<file path="src/rtl/sa_pkg.sv">
// Shared types and constants for the 3x3 weight-stationary systolic array
// and its companion blocks.
package sa_pkg;

  localparam int SA_DATA_W = 8;
  localparam int SA_COLS   = 3;

  typedef logic [SA_DATA_W-1:0] psum_t;
  typedef psum_t [SA_COLS-1:0]  psum_row_t;

endpackage

</file>
<file path="src/rtl/sa_row_fifo.sv">
// Small synchronous FIFO for aligned result rows. The head entry is shown
// combinationally on data_o. When the FIFO is empty, data_o shows the last
// head that was on display, so the output holds its value instead of
// exposing stale memory. Clear empties the FIFO and zeroes that held value.
module sa_row_fifo #(
  parameter int WIDTH = 24,
  parameter int DEPTH = 4
) (
  input  logic                   clk,
  input  logic                   rst_n,
  input  logic                   clear_i,
  input  logic                   push_i,
  input  logic                   pop_i,
  input  logic [WIDTH-1:0]       data_i,
  output logic [WIDTH-1:0]       data_o,
  output logic                   full_o,
  output logic                   empty_o,
  output logic [$clog2(DEPTH):0] level_o
);

  localparam int PTR_W = $clog2(DEPTH);
  localparam int LVL_W = PTR_W + 1;

  logic [WIDTH-1:0] mem_q [DEPTH];
  logic [PTR_W-1:0] wr_ptr_q, wr_ptr_d;
  logic [PTR_W-1:0] rd_ptr_q, rd_ptr_d;
  logic [LVL_W-1:0] level_q, level_d;
  logic [WIDTH-1:0] hold_q, hold_d;
  logic             push_ok;
  logic             pop_ok;

  assign full_o  = (level_q == LVL_W'(DEPTH));
  assign empty_o = (level_q == '0);
  assign level_o = level_q;
  assign data_o  = empty_o ? hold_q : mem_q[rd_ptr_q];

  // A full FIFO still takes a push when the head leaves in the same cycle.
  assign pop_ok  = pop_i && !empty_o;
  assign push_ok = push_i && (!full_o || pop_ok);

  // Next pointer, level and held-output values; clear wins over traffic.
  always_comb begin
    wr_ptr_d = wr_ptr_q;
    rd_ptr_d = rd_ptr_q;
    level_d  = level_q;
    hold_d   = data_o;
    if (clear_i) begin
      wr_ptr_d = '0;
      rd_ptr_d = '0;
      level_d  = '0;
      hold_d   = '0;
    end else begin
      if (push_ok) wr_ptr_d = wr_ptr_q + PTR_W'(1);
      if (pop_ok)  rd_ptr_d = rd_ptr_q + PTR_W'(1);
      if (push_ok && !pop_ok)      level_d = level_q + LVL_W'(1);
      else if (!push_ok && pop_ok) level_d = level_q - LVL_W'(1);
    end
  end

  // Pointer, level and held-output registers.
  always_ff @(posedge clk or negedge rst_n) begin
    if (!rst_n) begin
      wr_ptr_q <= '0;
      rd_ptr_q <= '0;
      level_q  <= '0;
      hold_q   <= '0;
    end else begin
      wr_ptr_q <= wr_ptr_d;
      rd_ptr_q <= rd_ptr_d;
      level_q  <= level_d;
      hold_q   <= hold_d;
    end
  end

  // Row storage; written only on an accepted push outside a clear.
  always_ff @(posedge clk or negedge rst_n) begin
    if (!rst_n) begin
      for (int i = 0; i < DEPTH; i++) mem_q[i] <= '0;
    end else if (push_ok && !clear_i) begin
      mem_q[wr_ptr_q] <= data_i;
    end
  end

endmodule

</file>
<file path="src/rtl/sa_psum_collector.sv">
// Output-side collector for the 3x3 weight-stationary array. It de-skews
// the column-staggered bottom-row partial sums into whole rows, buffers
// them in a small FIFO and hands them downstream on valid/ready. out_last
// marks the final row of each tile.
// Optional build macro SA_COLLECT_RELU_EN: clamps negative lanes (MSB set)
// to zero as rows enter the FIFO.
module sa_psum_collector
  import sa_pkg::*;
#(
  parameter int DATA_W     = SA_DATA_W,
  parameter int FIFO_DEPTH = 4,
  parameter int TILE_ROWS  = 3
) (
  input  logic                        clk,
  input  logic                        rst,
  input  logic                        clear,
  input  logic                        row_valid_in,
  input  logic [DATA_W-1:0]           psum_in1,
  input  logic [DATA_W-1:0]           psum_in2,
  input  logic [DATA_W-1:0]           psum_in3,
  output logic                        out_valid,
  input  logic                        out_ready,
  output logic [SA_COLS*DATA_W-1:0]   out_row,
  output logic                        out_last,
  output logic [$clog2(FIFO_DEPTH):0] fifo_level,
  output logic                        overflow
);

  localparam int CNT_W = (TILE_ROWS > 1) ? $clog2(TILE_ROWS) : 1;

  logic [DATA_W-1:0]              p1_d1_q, p1_d2_q, p2_d1_q;
  logic                           vld_d1_q, vld_d1_d;
  logic                           vld_d2_q, vld_d2_d;
  logic [SA_COLS-1:0][DATA_W-1:0] row_d;
  logic                           push_v;
  logic                           pop;
  logic                           fifo_full;
  logic                           fifo_empty;
  logic [CNT_W-1:0]               tile_cnt_q, tile_cnt_d;
  logic                           overflow_q, overflow_d;

  // Skew-pipeline valids; a clear drops anything still in flight.
  always_comb begin
    vld_d1_d = row_valid_in;
    vld_d2_d = vld_d1_q;
    if (clear) begin
      vld_d1_d = 1'b0;
      vld_d2_d = 1'b0;
    end
  end

  // Skew-pipeline valid registers.
  always_ff @(posedge clk or negedge rst) begin
    if (!rst) begin
      vld_d1_q <= 1'b0;
      vld_d2_q <= 1'b0;
    end else begin
      vld_d1_q <= vld_d1_d;
      vld_d2_q <= vld_d2_d;
    end
  end

  // Column 1 waits two cycles and column 2 one, to line up with column 3.
  always_ff @(posedge clk or negedge rst) begin
    if (!rst) begin
      p1_d1_q <= '0;
      p1_d2_q <= '0;
      p2_d1_q <= '0;
    end else begin
      p1_d1_q <= psum_in1;
      p1_d2_q <= p1_d1_q;
      p2_d1_q <= psum_in2;
    end
  end

  assign push_v = vld_d2_q;

  // Assemble the aligned row, col1 in the low lane.
  always_comb begin
    row_d[0] = p1_d2_q;
    row_d[1] = p2_d1_q;
    row_d[2] = psum_in3;
`ifdef SA_COLLECT_RELU_EN
    for (int i = 0; i < SA_COLS; i++) begin
      if (row_d[i][DATA_W-1]) row_d[i] = '0;
    end
`endif
  end

  sa_row_fifo #(
    .WIDTH (SA_COLS*DATA_W),
    .DEPTH (FIFO_DEPTH)
  ) u_fifo (
    .clk     (clk),
    .rst_n   (rst),
    .clear_i (clear),
    .push_i  (push_v),
    .pop_i   (pop),
    .data_i  (row_d),
    .data_o  (out_row),
    .full_o  (fifo_full),
    .empty_o (fifo_empty),
    .level_o (fifo_level)
  );

  assign out_valid = !fifo_empty;
  assign pop       = out_valid && out_ready;
  assign out_last  = out_valid && (tile_cnt_q == CNT_W'(TILE_ROWS-1));

  // Tile counter advances on every pop and wraps after the last tile row;
  // a row arriving at a full FIFO with no pop is dropped and flagged.
  always_comb begin
    tile_cnt_d = tile_cnt_q;
    overflow_d = overflow_q;
    if (clear) begin
      tile_cnt_d = '0;
      overflow_d = 1'b0;
    end else begin
      if (pop) begin
        if (tile_cnt_q == CNT_W'(TILE_ROWS-1)) tile_cnt_d = '0;
        else                                   tile_cnt_d = tile_cnt_q + CNT_W'(1);
      end
      if (push_v && fifo_full && !pop) overflow_d = 1'b1;
    end
  end

  // Tile counter and sticky overflow registers.
  always_ff @(posedge clk or negedge rst) begin
    if (!rst) begin
      tile_cnt_q <= '0;
      overflow_q <= 1'b0;
    end else begin
      tile_cnt_q <= tile_cnt_d;
      overflow_q <= overflow_d;
    end
  end

  assign overflow = overflow_q;

endmodule
</file>
<file path="config.mk">
export PLATFORM = sky130hd
export DESIGN_NAME = sa_psum_collector
export DESIGN_NICKNAME = d
export VERILOG_FILES = /design/src/rtl/sa_pkg.sv /design/src/rtl/sa_row_fifo.sv /design/src/rtl/sa_psum_collector.sv
export SDC_FILE = /design/constraint.sdc
export NUM_CORES = 1
export LEC_CHECK = 0
export CAP_MARGIN = 20
export CORE_MARGIN = 5
export CORE_UTILIZATION = 25
export DETAILED_ROUTE_END_ITERATION = 6
export MAX_ROUTING_LAYER = met4
export RECOVER_POWER = 50
export SLEW_MARGIN = 10
export SYNTH_ARGS = -nofsm -noshare
export SYNTH_HDL_FRONTEND = slang
export SYNTH_SLANG_ARGS = --single-unit
</file>
<file path="constraint.sdc">
create_clock -name clk -period 4.4 [get_ports clk]
set_input_delay 0.88 -clock clk [delete_from_list [all_inputs] [get_ports clk]]
set_output_delay 0.88 -clock clk [all_outputs]
set_load 0.005 [all_outputs]
</file>
==> results.ini <==
[sta]
period_share_pct = 81.49
hold_slack_ps = 349.0
skew_ps = 7.005
period_needed_ps = 3586
final_hold_viol_count = 0
tightest_slew_ps = 2533
finalSetupViolations = 0
rsz0062_at_grt = no
final_max_slew_viol_count = 144
fmax_mhz = 278.9
setup-tns-final_ps = 0
slew_headroom_pct = -68.88

[worst_setup_path]
crit_slowest_cell = or3_2
path_buf_inv = 1
cp_top_family = simple AND/OR/NAND/NOR gates
worstRegToRegCells = 6
cp-end-kind = primary output
r2r_slack_ps = 1800
cp_data_required_time_ps = 3520
crit_cells = 3
crit_chain = or3_2 > mux2_2 > clkdlybuf4s50_1
cp-start-kind = register
worstSetupPathType = register to primary output
path_max_fanout = 26
r2r-end = u_fifo.level_o[2]$_DFFE_PN0P_
timing.rr.start = u_fifo.level_o[0]$_DFFE_PN0P_
worst_path_largest_cell_delay_ps = 880
critPathArrivalTime_ps = 2710

[pwr]
leakagePower_nw = 3.957
vdd_drop_max_uv = 337.8
clkPwrFrac_pct = 32.4
seq_power_share_pct = 37.1
switchingPower_mw = 1.294
p_int_mw = 3.676
power.density_mw_per_mm2 = 588.3
switching_share_pct = 26.03
combPwrFrac_pct = 30.5
p_total_mw = 4.970

[placed_design]
place_area_mm2 = 0.007810
gp_congestion = 0.7361
port_buffers = 58
dp_hpwl_um = 9136

[logic_synthesis]
yosys_warnings = 0
syn_nets = 446
yosysMostFrequentCell = dfrtp_1
synth_top_cell_area_share_pct = 55.81
yosysSeqAreaShare_pct = 55.81
ys_seq_elements = 156
ys_async_sr_fraction_pct = 100.0
synthCells = 412
synth.distinct_cells = 36
synthTopCellsByArea = dfrtp_1 (56%), mux2_4 (17%), mux4_2 (7.7%), mux2_2 (6.8%), nor2b_1 (2.3%)
synth_common_cells = dfrtp_1 (156), mux2_4 (80), mux2_2 (42)
netlist_area_mm2 = 0.006994
avgSynthCellArea_um2 = 16.98
synth_largest_area_cell = dfrtp_1
synth_edf_count = 0
synth_ff_type = dfrtp_1

[worst_hold_path]
hold_class = register to register
hold_end = p1_d2_q[5]$_DFF_PN0_
min_from = p1_d1_q[5]$_DFF_PN0_
holdPathStages = 0

[cts]
htreeDepth = 4
cts_buffers = 17
cts.sinks = 156
cts_hold_buffers = 0
post_cts.repair.setup_buffers = 0
cts_tree = done
clock_latency_ps = 420
max-clock-path-buffers = 2
clk_pin_slew_ps = 60
post_cts_resized = 0
cts_root_buffer = clkbuf_16

[route]
antenna_left = 0
dr_total_vias = 3567
viasPerCell = 4.162
wirelength_um = 14810
detail_route.wl_per_cell_um = 17.28
drc_errors = 0
drtPass1Iterations = 4
drtIter0Drc = 222

[floorplanning]
boundaryPins = 59
row_count = 61
initial_core_util_pct = 25.24
core-area_mm2 = 0.02771
die-area_mm2 = 0.03142
die-width_um = 177.3
fp.dieH_um = 177.3

[cells_and_area]
diodes = 0
num-nets-final = 500
drive_gt1_share_pct = 39.67
syn_to_final_growth_pct = 20.77
stdcell_area_mm2 = 0.008447
n_fill_cell = 2699

[global_route]
gr-total-overflow = 0
grt_pass1_wl_um = 23980
grt_start_max_net_pins = 101
grt_pass1_vias = 4168
grt_usage_pct = 10.23
antenna_found_initial = 0

[status]
violations = capacitance limit, slew limit
status = complete, but fails checks

[run]
max_cap_violations = 2

final cells by class:
cell class | count | area [um^2] | share of cell area, %
Inverter | 6 | 22.52 | 0.2666
Multi-Input combinational cell | 222 | 2795 | 33.09
Clock buffer | 20 | 456.7 | 5.407
Sequential cell | 156 | 3905 | 46.23
Tap cell | 378 | 473.0 | 5.599
Clock inverter | 12 | 192.7 | 2.281
Timing Repair Buffer | 63 | 601.8 | 7.125
flip-flops by register name, summed over array words and instances, names as in the netlist, 3 cells and up:
name / flops
p1_d1_q: 8
p1_d2_q: 8
p2_d1_q: 8
u_fifo.hold_q: 24
u_fifo.level_o: 3
u_fifo.mem_q: 96
cell usage in the layout (no fill, tap or decap), drive strengths merged, types with 2 or more instances in the layout:
master         netlist  layout
dfrtp              156     156
mux2               122     122
clkdlybuf4s50        0      40
nor2b               26      26
mux4                24      24
clkbuf               4      24
dlygate4sd3          0      16
nor2                 9       9
inv                  6       6
a21oi                5       5
bufinv               0       5
nand4b               4       4
ha                   4       4
clkinv               0       4
o21ai                3       3
clkinvlp             0       3
buf                 24       3
or3                  3       3
and3b                2       2
xor2                 2       2
nand3                2       2
nand2                2       2
power by group through the flow:
stage / clock network (mW) / registers [mW] / logic (mW)
after global placement: 0 / 1.85 / 1.54
after global routing: 1.71 / 1.87 / 1.65
after detailed placement: 0 / 1.87 / 1.55
after CTS: 1.65 / 1.85 / 1.57
after floorplan: 0 / 1.77 / 0.965
final: 1.61 / 1.84 / 1.52
layer usage:
metal | part of all wire, % | global-route usage [%]
met3 | 3.0 | 2.371
met5 | 0 | -
met4 | 1.6 | 3.577
met1 | 45 | 12.48
met2 | 51 | 16.75
logic make-up after synthesis:
family	after synthesis	share of synthesized area, %
XOR/XNOR	3	0.3757
flip-flops	156	55.81
AO/OA/AOI/OAI	15	1.395
adder cells (fa/ha/maj)	5	1.002
multiplexers	146	31.66
buffers and inverters	34	4.240
AND/OR/NAND/NOR	53	5.510
stage by stage:
| step | utilization (%) | cells | setup slack [ps] |
|---|---|---|---|
| after floorplan | - | 412 | 1628 |
| after global placement | 28.19 | 825 | 979.9 |
| after detailed placement | 28.19 | 825 | 924.0 |
| after CTS | 30.53 | 857 | 738.2 |
| after global routing | 30.49 | 857 | 663.8 |
| final | 30.49 | 857 | 814.4 |
worst reg2reg max path, stage by stage, from the launching register on:
cell,delay (ps)
dfrtp_1,480
or4b_1,790
and3_1,290
fa_1,410
o21ai_0,180
o32a_1,150
a31oi_1,70
how the worst max path moves through the flow:
stage | slack, ps | to | from
6_report | 810 | out_row[13] | u_fifo.level_o[1]$_DFFE_PN0P_
5_1_grt | 660 | u_fifo.mem_q[80]$_DFFE_PN0P_ | rst
4_1_cts | 740 | out_row[13] | u_fifo.level_o[1]$_DFFE_PN0P_
3_5_place_dp | 920 | u_fifo.level_o[2]$_DFFE_PN0P_ | out_ready
3_3_place_gp | 980 | u_fifo.level_o[2]$_DFFE_PN0P_ | out_ready
2_1_floorplan | 1630 | u_fifo.level_o[2]$_DFFE_PN0P_ | out_ready
Power figures use the tool's default switching activity.
